==> config.mk <==
export PLATFORM = sky130hd
export DESIGN_NAME = iterative_shifter_32_flat
export DESIGN_NICKNAME = d
export VERILOG_FILES = /design/src/rtl/iterative_shifter_32_pkg.sv /design/src/rtl/iterative_shifter_32_if.sv /design/src/rtl/iterative_shifter_32_shift_step.sv /design/src/rtl/iterative_shifter_32.sv /design/src/flat_wrapper.sv
export SDC_FILE = /design/constraint.sdc
export NUM_CORES = 1
export LEC_CHECK = 0
export ABC_CLOCK_PERIOD_IN_PS = 3050
export CORE_ASPECT_RATIO = 2
export CORE_MARGIN = 1
export CORE_UTILIZATION = 40
export DETAILED_ROUTE_END_ITERATION = 10
export DONT_BUFFER_PORTS = 1
export MAX_ROUTING_LAYER = met4
export PLACE_DENSITY_LB_ADDON = 0.15
export RECOVER_POWER = 25
export SYNTH_ARGS = -nofsm -noshare
export SYNTH_HDL_FRONTEND = slang
export SYNTH_HIERARCHICAL = 1
export SYNTH_SLANG_ARGS = --single-unit
==> constraint.sdc <==
create_clock -name Clock -period 3.05 [get_ports Clock]
set_input_delay 0.305 -clock Clock [delete_from_list [all_inputs] [get_ports Clock]]
set_output_delay 0.305 -clock Clock [all_outputs]
set_load 0.05 [all_outputs]
==> src/rtl/iterative_shifter_32_pkg.sv <==
// Shared constants and types for the iterative 32-bit shift/rotate unit.
package iterative_shifter_32_pkg;

    localparam int WIDTH  = 32;
    localparam int AMT_W  = $clog2(WIDTH);
    localparam int MODE_W = 3;

    localparam logic [MODE_W-1:0] MODE_SLL = 3'd0;
    localparam logic [MODE_W-1:0] MODE_ROL = 3'd1;
    localparam logic [MODE_W-1:0] MODE_SRL = 3'd2;
    localparam logic [MODE_W-1:0] MODE_SRA = 3'd3;
    localparam logic [MODE_W-1:0] MODE_ROR = 3'd4;

    typedef enum logic [1:0] {
        ST_IDLE  = 2'd0,
        ST_SHIFT = 2'd1,
        ST_DONE  = 2'd2
    } state_e;

    typedef struct packed {
        logic [MODE_W-1:0] mode;
        logic [AMT_W-1:0]  amount;
        logic [WIDTH-1:0]  data;
    } shiftReq_t;

endpackage

==> src/rtl/iterative_shifter_32_if.sv <==
// Request/response bundle between the CPU control and the iterative shifter.
interface iterative_shifter_32_if;
    import iterative_shifter_32_pkg::*;

    logic              Start;
    logic              Abort;
    logic [MODE_W-1:0] Mode;
    logic [WIDTH-1:0]  DataA;
    logic [AMT_W-1:0]  ShiftAmount;
    logic              Busy;
    logic              Done;
    logic [WIDTH-1:0]  Result;

    modport master (
        output Start, Abort, Mode, DataA, ShiftAmount,
        input  Busy, Done, Result
    );

    modport slave (
        input  Start, Abort, Mode, DataA, ShiftAmount,
        output Busy, Done, Result
    );

endinterface

==> src/rtl/iterative_shifter_32_shift_step.sv <==
// Combinational single-bit step for one shifter iteration; modes 5-7 pass through.
module shift_step_32 import iterative_shifter_32_pkg::*; (
    input  logic [WIDTH-1:0]  w,
    input  logic [MODE_W-1:0] mode,
    output logic [WIDTH-1:0]  next
);

    always_comb begin
        next = w;
        case (mode)
            MODE_SLL: next = {w[WIDTH-2:0], 1'b0};
            MODE_ROL: next = {w[WIDTH-2:0], w[WIDTH-1]};
            MODE_SRL: next = {1'b0, w[WIDTH-1:1]};
            MODE_SRA: next = {w[WIDTH-1], w[WIDTH-1:1]};
            MODE_ROR: next = {w[0], w[WIDTH-1:1]};
            default:  next = w;
        endcase
    end

endmodule

==> src/rtl/iterative_shifter_32.sv <==
// One-bit-per-cycle shift/rotate unit: IDLE -> SHIFT (N steps + 1) -> DONE pulse -> IDLE.
module iterative_shifter_32 import iterative_shifter_32_pkg::*; (
    input  logic                  Clock,
    input  logic                  nReset,
    iterative_shifter_32_if.slave bus
);

    state_e            state;
    shiftReq_t         req;
    logic [AMT_W-1:0]  count;
    logic [WIDTH-1:0]  work;
    logic [WIDTH-1:0]  stepNext;
    logic [WIDTH-1:0]  result;
    logic [MODE_W-1:0] modeReg;
    logic              busy;
    logic              done;

    assign req = '{mode: bus.Mode, amount: bus.ShiftAmount, data: bus.DataA};

    shift_step_32 uStep (
        .w    (work),
        .mode (modeReg),
        .next (stepNext)
    );

    always_ff @(posedge Clock or negedge nReset) begin
        if (!nReset) begin
            state   <= ST_IDLE;
            count   <= '0;
            work    <= '0;
            modeReg <= '0;
            result  <= '0;
            busy    <= 1'b0;
            done    <= 1'b0;
        end else begin
            done <= 1'b0;
            case (state)
                ST_IDLE: begin
                    // Abort wins a tie with Start; on its own it does nothing here
                    if (bus.Start && !bus.Abort) begin
                        work    <= req.data;
                        count   <= req.amount;
                        modeReg <= req.mode;
                        busy    <= 1'b1;
                        state   <= ST_SHIFT;
                    end
                end
                ST_SHIFT: begin
                    if (bus.Abort) begin
                        busy  <= 1'b0;
                        state <= ST_IDLE;
                    end else if (count != '0) begin
                        work  <= stepNext;
                        count <= count - 1'b1;
                    end else begin
                        result <= work;
                        busy   <= 1'b0;
                        done   <= 1'b1;
                        state  <= ST_DONE;
                    end
                end
                ST_DONE: begin
                    state <= ST_IDLE;
                end
                default: begin
                    busy  <= 1'b0;
                    state <= ST_IDLE;
                end
            endcase
        end
    end

    assign bus.Busy   = busy;
    assign bus.Done   = done;
    assign bus.Result = result;

endmodule
==> src/flat_wrapper.sv <==
// flat-port wrapper written by rule: the top's interface ports become plain ports
module iterative_shifter_32_flat import iterative_shifter_32_pkg::*;
  (Clock, nReset, bus_Start, bus_Abort, bus_Mode, bus_DataA, bus_ShiftAmount, bus_Busy, bus_Done, bus_Result);
  iterative_shifter_32_if bus_i ();
  input  logic Clock;
  input  logic nReset;
  input wire logic [$bits(bus_i.Start)-1:0] bus_Start;
  input wire logic [$bits(bus_i.Abort)-1:0] bus_Abort;
  input wire logic [$bits(bus_i.Mode)-1:0] bus_Mode;
  input wire logic [$bits(bus_i.DataA)-1:0] bus_DataA;
  input wire logic [$bits(bus_i.ShiftAmount)-1:0] bus_ShiftAmount;
  output wire logic [$bits(bus_i.Busy)-1:0] bus_Busy;
  output wire logic [$bits(bus_i.Done)-1:0] bus_Done;
  output wire logic [$bits(bus_i.Result)-1:0] bus_Result;
  assign bus_i.Start = bus_Start;
  assign bus_i.Abort = bus_Abort;
  assign bus_i.Mode = bus_Mode;
  assign bus_i.DataA = bus_DataA;
  assign bus_i.ShiftAmount = bus_ShiftAmount;
  assign bus_Busy = bus_i.Busy;
  assign bus_Done = bus_i.Done;
  assign bus_Result = bus_i.Result;
  iterative_shifter_32 u_core (.Clock(Clock), .nReset(nReset), .bus(bus_i));
endmodule
==> results.tsv, run 1 <==
metric	value	unit
run_status	completed	
min_path_type	input pin to flip-flop	
track_usage	0.194	
layout_commonest_cell	dfrtp_1	
dp_hpwl	7210	um
max_freq	0.438	GHz
start_util	0.414	
synth_top_family_by_area	multiplexers	
grt_max_degree	77	
synth_warnings	6	
cts_root_buf	clkbuf_16	
fin_crit_sh	0.749	
whs_path_depth	1	
worstPathCellList	inv_1 > ha_1 > nor4b_1 > nand2_1 > inv_2 > buf_12 > mux2_2	
ios	78	
p_seq_frac	0.420	
power.density	1010	nW/um^2
first_pass_iters	4	
final_net_count	450	
synth_ff_type	dfrtp_1	
peakVddDrop	0.487	mV
ff2ff_setup_slack	0.77	ns
crit_start	u_core/count[0]$_DFFE_PN0P_	
combPwrFrac	0.368	
num_vias	3384	
leakagePower	2.35	nW
dieArea	13100	um^2
final_cell_mix	dfrtp_1, mux2_2, mux2_4	
num_antenna_cells	0	
antenna_found_initial	0	
worstPathArrival	2.50	ns
postRouteAntennaNets	0	
fin_crit	2.28	ns
synth.area.mux_share	0.328	
cts_tree	yes	
path_max_fanout	16	
area_growth	6.57	%
place_congestion	0.766	
floorplan.core_area	12200	um^2
ff_latch_area	1910	um^2
holdCritStartpoint	bus_Abort	
grt_pass1_vias	3429	
cts_sinks	76	
multi_input_comb_area	2810	um^2
die_w	81.5	um
drive_gt1_frac	0.388	
grt_pass1_wl	18700	um
wl_per_cell	20.5	um
worst_pin_slew	1.09	ns
synth_edf_count	0	
grt-ovfl-total	0	
ys_types	42	
required	3.27	ns
final_hold_viol_count	0	
clock_latency	0.34	ns
maxCapViolCount	0	
clockBufferDepth	2	
synthAdderAreaFrac	0.00248	
drc	0	
wl	11400	um
synth_compound_area_frac	0.159	
synth.ff_latch_count	76	
setup_tns	0	ns
crit_path_max_incr_delay	0.38	ns
drtIter0Drc	193	
p_sw_frac	0.383	
place_area	5030	um^2
internal_power	3.37	mW
path_delay_family	buffers and inverters	
clk_pin_slew	0.06	ns
final_max_slew_viol_count	0	
rows	57	
cts_made_buffers	9	
synthSimpleGateAreaFrac	0.0652	
synth-xor-area-share	0	
synth_area_per_cell	11.9	um^2
r2r_end	u_core/bus.Result[18]$_DFFE_PN0P_	
netSwitchingPower	2.09	mW
via_per_inst	6.08	
fill_cells	1160	
synth_nets	471	
async_flop_share	1.00	
start_kind	flip-flop	
reg2reg_from	u_core/count[0]$_DFFE_PN0P_	
synthCells	426	
fin_area	5380	um^2
hold_path_end	u_core/bus.Busy$_DFFE_PN0P_	
netlist_area	5050	um^2
max_slew_margin	0.272	
fin_skew	0.00595	ns
critPathCaptureType	flip-flop	
cp_slowest_cell	dfrtp_1	
r2r_cells	7	
p_clk_frac	0.212	
htree_levels	3	
grt_setup_unrepaired	no	
die_y	161	um
seq_area_frac_synth	0.377	
worstSetupPathType	flip-flop to flip-flop	
setup_violations	0	
io_buffers	0	
critPathBufInv	3	
power groups by stage:
stage	Combinational (mW)	Sequential, mW	Clock, mW
floorplan	1.95	2.01	0
global placement	1.95	2.29	0
detailed placement	1.99	2.31	0
CTS	2.03	2.30	1.20
global route	2.20	2.38	1.24
finish	2.01	2.29	1.16
cell type report:
cell class	count	share of cell area
clock buffer	11	0.0451
clock inverter	5	0.0140
inverter	8	0.00605
multi-input combinational	301	0.522
sequential	76	0.355
tap	147	0.0342
timing repair buffer	9	0.0237
cells in the mapped netlist (3+ instances only):
| cell | n | area share |
|---|---|---|
| dfrtp_1 | 76 | 0.38 |
| mux2_2 | 64 | 0.14 |
| mux2_4 | 58 | 0.17 |
| nand2_1 | 43 | 0.032 |
| a32oi_1 | 31 | 0.054 |
| o21ai_1 | 30 | 0.030 |
| a2bb2oi_1 | 29 | 0.050 |
| clkbuf_1 | 13 | 0.0097 |
| buf_2 | 12 | 0.012 |
| buf_12 | 6 | 0.024 |
| inv_1 | 6 | 0.0045 |
| a21oi_1 | 5 | 0.0050 |
| mux2_1 | 5 | 0.011 |
| buf_4 | 4 | 0.0059 |
| buf_6 | 4 | 0.0089 |
| nor2b_1 | 4 | 0.0050 |
| o21ai_0 | 3 | 0.0030 |
through the flow:
stage	hold slack [ns]	setup slack, ns	power [mW]	instances	util
2_1_floorplan	0.00941	1.12	3.96	426	-
3_3_place_gp	0.0114	0.846	4.24	539	0.412
3_5_place_dp	0.0115	0.782	4.31	539	0.412
4_1_cts	0.0545	0.774	5.52	557	0.441
5_1_grt	0.0663	0.499	5.82	557	0.441
6_report	0.0716	0.766	5.46	557	0.441
state kept, by name, indices dropped and copies added (netlist names):
name and count:
u_core/modeReg 3, u_core/bus.Done 1, u_core/state 2, u_core/bus.Busy 1, u_core/work 32, u_core/count 5
u_core/bus.Result 32
worst max path at each step:
stage	slack (ns)	end	depth (start not counted)
2_1_floorplan	1.12	u_core/work[10]$_DFFE_PN0P_	7
3_3_place_gp	0.85	u_core/bus.Result[5]$_DFFE_PN0P_	7
3_5_place_dp	0.78	u_core/bus.Result[4]$_DFFE_PN0P_	7
4_1_cts	0.77	u_core/bus.Result[4]$_DFFE_PN0P_	7
5_1_grt	0.50	u_core/bus.Result[6]$_DFFE_PN0P_	7
6_report	0.77	u_core/bus.Result[18]$_DFFE_PN0P_	7
repair_timing:
| action | in CTS | in global routing |
|---|---|---|
| buffers inserted | 0 | 0 |
| resized for setup | 0 | 0 |
| hold buffers | 2 | 0 |
| endpoints found under the setup margin | 0 | 0 |
| hold endpoints to repair | 76 | 0 |
metal layers:
metal,part of all wire,up-vias,routed length [um],global-route usage
met1,0.40,1722,4550,0.219
met2,0.54,78,6140,0.322
li1,-,1566,-,-
met3,0.044,18,503,0.0443
met4,0.019,0,221,0.0779
met5,0,-,0,-
cells by family after synthesis:
| group | count (synthesis) |
|---|---|
| fa+ha+maj | 1 |
| buf+inv | 49 |
| flops | 76 |
| compound gates | 108 |
| mux | 128 |
| simple gates | 64 |
Power figures use the tool's default switching activity.
==> run 2, diff against run 1 <==
--- a/config.mk
+++ b/config.mk
@@ -5,7 +5,7 @@
 export SDC_FILE = /design/constraint.sdc
 export NUM_CORES = 1
 export LEC_CHECK = 0
-export ABC_CLOCK_PERIOD_IN_PS = 3050
+export ABC_CLOCK_PERIOD_IN_PS = 2200
 export CORE_ASPECT_RATIO = 2
 export CORE_MARGIN = 1
 export CORE_UTILIZATION = 40
==> constraint.sdc (replaced) <==
create_clock -name Clock -period 2.2 [get_ports Clock]
set_input_delay 0.22 -clock Clock [delete_from_list [all_inputs] [get_ports Clock]]
set_output_delay 0.22 -clock Clock [all_outputs]
set_load 0.05 [all_outputs]
==> run 2 against run 1 <==
Worst setup slack lost 0.68 ns; hold slack gained 0.039 ns; final cell count grew 2.9%; total power grew 39%; first-iteration DRC count shrank 32%; highest routed layer unchanged; global-route usage shrank 0.12 points; combinational power grew 50%; register-to-register slack lost 0.68 ns; clock power grew 30%; largest cell class unchanged; non-clock buffer count grew 15.
==> results.tsv, run 2 (synthesis gave the netlist of run 1 again) <==
metric	value	unit	change
run_status	completed		
rows	57		unchanged
drtIter0Drc	132		-32%
dp_cells	548		+1.7%
first_pass_iters	4		unchanged
num_antenna_cells	0		unchanged
die_y	161	um	unchanged
antenna_found_initial	0		unchanged
num_vias	3440		+1.7%
grt_pass1_vias	3625		+5.7%
final_net_count	466		+3.6%
worst_pin_slew	1.10	ns	+0.00603 ns
final_hold_viol_count	0		unchanged
cts_tree	yes		
whs_path_depth	2		+1
cts_sinks	76		unchanged
path_max_fanout	17		+1
ff2ff_setup_slack	0.08	ns	-0.68 ns
path_depth	7		unchanged
cts_root_buf	clkbuf_16		
worstPathArrival	2.34	ns	-0.16 ns
min_path_type	input pin to flip-flop		
multi_input_comb_area	2810	um^2	about the same
ios	78		unchanged
grt_pass1_wl	18700	um	+0.19%
area_growth	9.71	%	
htree_levels	3		unchanged
cp_slowest_cell	or4b_4		
grt_setup_unrepaired	no		
grt_max_degree	77		unchanged
hold_path_end	u_core/count[1]$_DFFE_PN0P_		
wl_per_cell	20.3	um	-1.1%
dp_hpwl	7370	um	+2.3%
via_per_inst	6.00		-1.2%
track_usage	0.193		-0.00119
start_kind	flip-flop		
wl	11600	um	+1.7%
critPathCaptureType	flip-flop		
fin_crit_sh	0.962		+0.214
final_max_slew_viol_count	0		unchanged
maxCapViolCount	0		unchanged
max_slew_margin	0.268		-0.00402
clockBufferDepth	2		unchanged
clk_pin_slew	0.06	ns	about the same
postRouteAntennaNets	0		unchanged
required	2.42	ns	-0.85 ns
peakVddDrop	0.546	mV	+12%
layout_commonest_cell	dfrtp_1		
fin_skew	0.00988	ns	+0.00393 ns
start_util	0.414		unchanged
worstSetupPathType	flip-flop to flip-flop		
dieArea	13100	um^2	unchanged
io_buffers	0		unchanged
grt-ovfl-total	0		unchanged
max_freq	0.472	GHz	+7.9%
setup_tns	0	ns	unchanged
holdCritStartpoint	bus_ShiftAmount[1]		
power.density	1370	nW/um^2	+35%
drc	0		unchanged
final_cell_mix	dfrtp_1, mux2_2, mux2_4		
fill_cells	1126		-2.9%
drive_gt1_frac	0.404		+0.0160
r2r_cells	7		unchanged
die_w	81.5	um	unchanged
floorplan.core_area	12200	um^2	unchanged
reg2reg_from	u_core/count[0]$_DFFE_PN0P_		
final_cells	573		+2.9%
cts_made_buffers	9		unchanged
utilization	0.454		+0.0130
setup_violations	0		unchanged
r2r_end	u_core/work[8]$_DFFE_PN0P_		
worstPathCellList	inv_1 > ha_2 > or4b_4 > a21oi_4 > buf_4 > inv_6 > mux2_4		
critPathBufInv	3		unchanged
ff_latch_area	1910	um^2	unchanged
path_delay_family	simple AND/OR/NAND/NOR gates		
fin_crit	2.12	ns	-0.166 ns
clock_latency	0.34	ns	about the same
worst_hold_slack	0.111	ns	+0.0391 ns
place_congestion	0.815		+6.5%
finalPower	7.61	mW	+39%
crit_path_max_incr_delay	0.49	ns	+0.11 ns
leakagePower	2.42	nW	+3.1%
-- run 2: cell types whose count changed in the layout (fill, tap and decap cells not counted), moves of 2 or more --
| cell | previous run | this run |
|---|---|---|
| buf_4 | 4 | 11 |
| buf_12 | 3 | 7 |
| dlygate4sd3_1 | 1 | 5 |
| clkinv_2 | 3 | 1 |
| inv_6 | 0 | 2 |
-- run 2: repair_timing --
item | CTS | global route
endpoints found under the hold margin | 80 | 0
gates resized for setup | 0 | 5
hold buffers | 6 | 0
endpoints found under the setup margin | 0 | 32
buffers inserted | 0 | 2
-- run 2: power breakdown --
part / switching [mW] / internal [mW]
Clock: 0.599 / 0.914
Sequential: 1.21 / 1.87
Combinational: 1.13 / 1.88
Total: 2.95 / 4.66
-- run 2: metal layers --
metal,GRT usage,vias up,part of all wire
met4,0.0747,0,0.020
li1,-,1602,-
met5,-,-,0
met1,0.215,1753,0.41
met3,0.0358,16,0.030
met2,0.329,69,0.54
-- run 2: cell type report --
cell class | count | share of cell area
Clock buffer | 11 | 0.0438
Clock inverter | 5 | 0.0108
Inverter | 8 | 0.00768
Multi-Input combinational cell | 301 | 0.508
Sequential cell | 76 | 0.344
Tap cell | 147 | 0.0332
Timing Repair Buffer | 24 | 0.0506
Timing Repair inverter | 1 | 0.00158
-- run 2: how the worst max path moves through the flow --
stage,from,to,slack [ns]
3_3_place_gp,u_core/count[0]$_DFFE_PN0P_,u_core/work[17]$_DFFE_PN0P_,0.10
3_5_place_dp,u_core/count[0]$_DFFE_PN0P_,u_core/work[23]$_DFFE_PN0P_,0.04
6_report,u_core/count[0]$_DFFE_PN0P_,u_core/work[8]$_DFFE_PN0P_,0.08
4_1_cts,u_core/count[0]$_DFFE_PN0P_,u_core/work[19]$_DFFE_PN0P_,0.03
5_1_grt,u_core/count[0]$_DFFE_PN0P_,u_core/work[29]$_DFFE_PN0P_,0.008
2_1_floorplan,u_core/count[0]$_DFFE_PN0P_,u_core/work[10]$_DFFE_PN0P_,0.27
-- run 2: metrics by stage --
stage | worst slack, ns | area [um^2]
3_3_place_gp | 0.100 | 5130
2_1_floorplan | 0.266 | 5050
6_report | 0.0826 | 5540
4_1_cts | 0.0260 | 5510
3_5_place_dp | 0.0419 | 5130
5_1_grt | 0.00760 | 5540
==> run 3, diff against run 2 <==
--- a/config.mk
+++ b/config.mk
@@ -6,7 +6,8 @@
 export NUM_CORES = 1
 export LEC_CHECK = 0
 export ABC_CLOCK_PERIOD_IN_PS = 2200
-export CORE_ASPECT_RATIO = 2
+export CAP_MARGIN = 20
+export CORE_ASPECT_RATIO = 1.25
 export CORE_MARGIN = 1
 export CORE_UTILIZATION = 40
 export DETAILED_ROUTE_END_ITERATION = 10
==> run 3 against run 2 <==
Design area down 1.0%; global-route usage down 0.51 points; combinational power down 3%; critical path type unchanged; critical endpoint is now u_core/work[31]$_DFFE_PN0P_; highest routed layer unchanged.
==> results.tsv, run 3 (synthesis gave the netlist of run 1 again) <==
metric	value	unit	change
num_vias	3444		+0.12%
max_freq	0.481	GHz	+1.9%
fin_skew	0.00303	ns	-0.00685 ns
grt_pass1_vias	3454		-4.7%
setup_tns	0	ns	unchanged
wl	11400	um	-2.0%
fin_crit	2.08	ns	-0.0385 ns
final_net_count	464		-0.43%
grt_setup_unrepaired	no		
setup_violations	0		unchanged
rows	45		-21%
fin_area	5480	um^2	-1.0%
cts_tree	yes		
cts_sinks	76		unchanged
postRouteAntennaNets	0		unchanged
cts_made_buffers	9		unchanged
first_pass_iters	4		unchanged
worst_pin_slew	1.10	ns	+0.00105 ns
die_y	128	um	-21%
leakagePower	2.39	nW	-1.3%
floorplan.core_area	12200	um^2	+0.19%
maxCapViolCount	0		unchanged
io_buffers	0		unchanged
finalPower	7.41	mW	-2.6%
clock_latency	0.33	ns	about the same
power.density	1350	nW/um^2	-1.6%
dp_slack	0.0491	ns	+0.00729 ns
wl_met1	5110	um	+8.2%
start_kind	flip-flop		
required	2.41	ns	about the same
dp_hpwl	7280	um	-1.3%
via_per_inst	5.84		-2.8%
r2r_cells	6		-1
layout_commonest_cell	dfrtp_1		
fill_cells	1178		+4.6%
path_max_fanout	34		+17
run_status	completed		
fin_crit_sh	0.945		-0.0175
grt_pass1_wl	18500	um	-1.0%
finalWorstSetupSlack	0.121	ns	+0.0385 ns
area_growth	8.57	%	
start_util	0.413		-0.000763
antenna_found_initial	1		+1
final_max_slew_viol_count	0		unchanged
dr_wl_met2	5590	um	-11%
final_hold_viol_count	0		unchanged
die_w	102	um	+26%
place_area	5130	um^2	about the same
max_slew_margin	0.267		-0.000702
peakVddDrop	0.586	mV	+7.2%
drtIter0Drc	168		+27%
min_path_type	input pin to flip-flop		
drc	0		unchanged
ff2ff_setup_slack	0.12	ns	+0.04 ns
grt-ovfl-total	0		unchanged
place_congestion	0.825		+1.1%
topRoutingLayerUsed	met4		
drive_gt1_frac	0.396		-0.00753
worstSetupPathType	flip-flop to flip-flop		
wl_per_cell	19.3	um	-4.8%
wl_met3	492	um	+41%
critPathCaptureType	flip-flop		
ios	78		unchanged
final_cell_mix	dfrtp_1, mux2_2, mux2_4		
grt_max_degree	77		unchanged
dieArea	13100	um^2	-0.19%
track_usage	0.188		-0.00508
htree_levels	3		unchanged
clk_pin_slew	0.06	ns	about the same
whs_path_depth	2		unchanged
cts_root_buf	clkbuf_16		
worstPathArrival	2.29	ns	-0.05 ns
clockBufferDepth	2		unchanged
-- run 3: cell count changes in the layout (fill, tap and decap cells not counted), sizes merged --
| cell | delta |
|---|---|
| buf | -1 |
| bufinv | -1 |
| clkbuf | +3 |
| clkinv | -1 |
| clkinvlp | -1 |
| diode | +2 |
| inv | -1 |
-- run 3: final timing paths --
check,startpoint,to
worst min register to register,u_core/count[4]$_DFFE_PN0P_,u_core/count[4]$_DFFE_PN0P_
max in group asynchronous,nReset,u_core/modeReg[2]$_DFFE_PN0P_
worst max register to register,u_core/count[0]$_DFFE_PN0P_,u_core/work[31]$_DFFE_PN0P_
worst min-delay path,bus_ShiftAmount[1],u_core/count[1]$_DFFE_PN0P_
min in group asynchronous,nReset,u_core/count[3]$_DFFE_PN0P_
worst max-delay path,u_core/count[0]$_DFFE_PN0P_,u_core/work[31]$_DFFE_PN0P_
-- run 3: where the power goes --
part           switching (mW)  internal [mW]  leakage [nW]
combinational            1.09           1.83          1.30
sequential               1.23           1.87         0.958
clock                   0.555          0.823         0.137
total                    2.88           4.53          2.39
-- run 3: per-layer routing --
layer | up-vias | GRT usage
li1 | 1599 | -
met1 | 1757 | 0.242
met2 | 75 | 0.290
met3 | 13 | 0.0399
met4 | 0 | 0.0630
met5 | - | -
-- run 3: critical path, stage by stage (launching register included) --
cell     delay [ns]
dfrtp_1        0.38
inv_1          0.09
ha_1           0.22
or4b_4         0.50
a21oi_4        0.24
inv_8          0.17
mux2_4         0.34
-- run 3: layout make-up --
| cell class | instances | area [um^2] | area share |
|---|---|---|---|
| Inverter | 8 | 37.5 | 0.00685 |
| Clock buffer | 14 | 264 | 0.0482 |
| Timing Repair Buffer | 23 | 235 | 0.0429 |
| Multi-Input combinational cell | 301 | 2820 | 0.514 |
| Clock inverter | 2 | 10.0 | 0.00183 |
| Sequential cell | 76 | 1910 | 0.348 |
| Antenna cell | 2 | 5.00 | 0.000913 |
| Tap cell | 164 | 205 | 0.0374 |
-- run 3: timing repair --
item	in CTS	in global routing
hold buffers	6	0
endpoints found under the hold margin	80	0
endpoints found under the setup margin	0	62
gates resized for setup	0	3
setup buffers	0	1
-- run 3: stage by stage --
stage          hold WS [ns]  cells   util
6_report              0.114    590  0.449
5_1_grt               0.127    589  0.449
4_1_cts              0.0963    587  0.448
3_5_place_dp        -0.0730    565  0.420
3_3_place_gp        -0.0728    565  0.420
2_1_floorplan       -0.0756    426      -
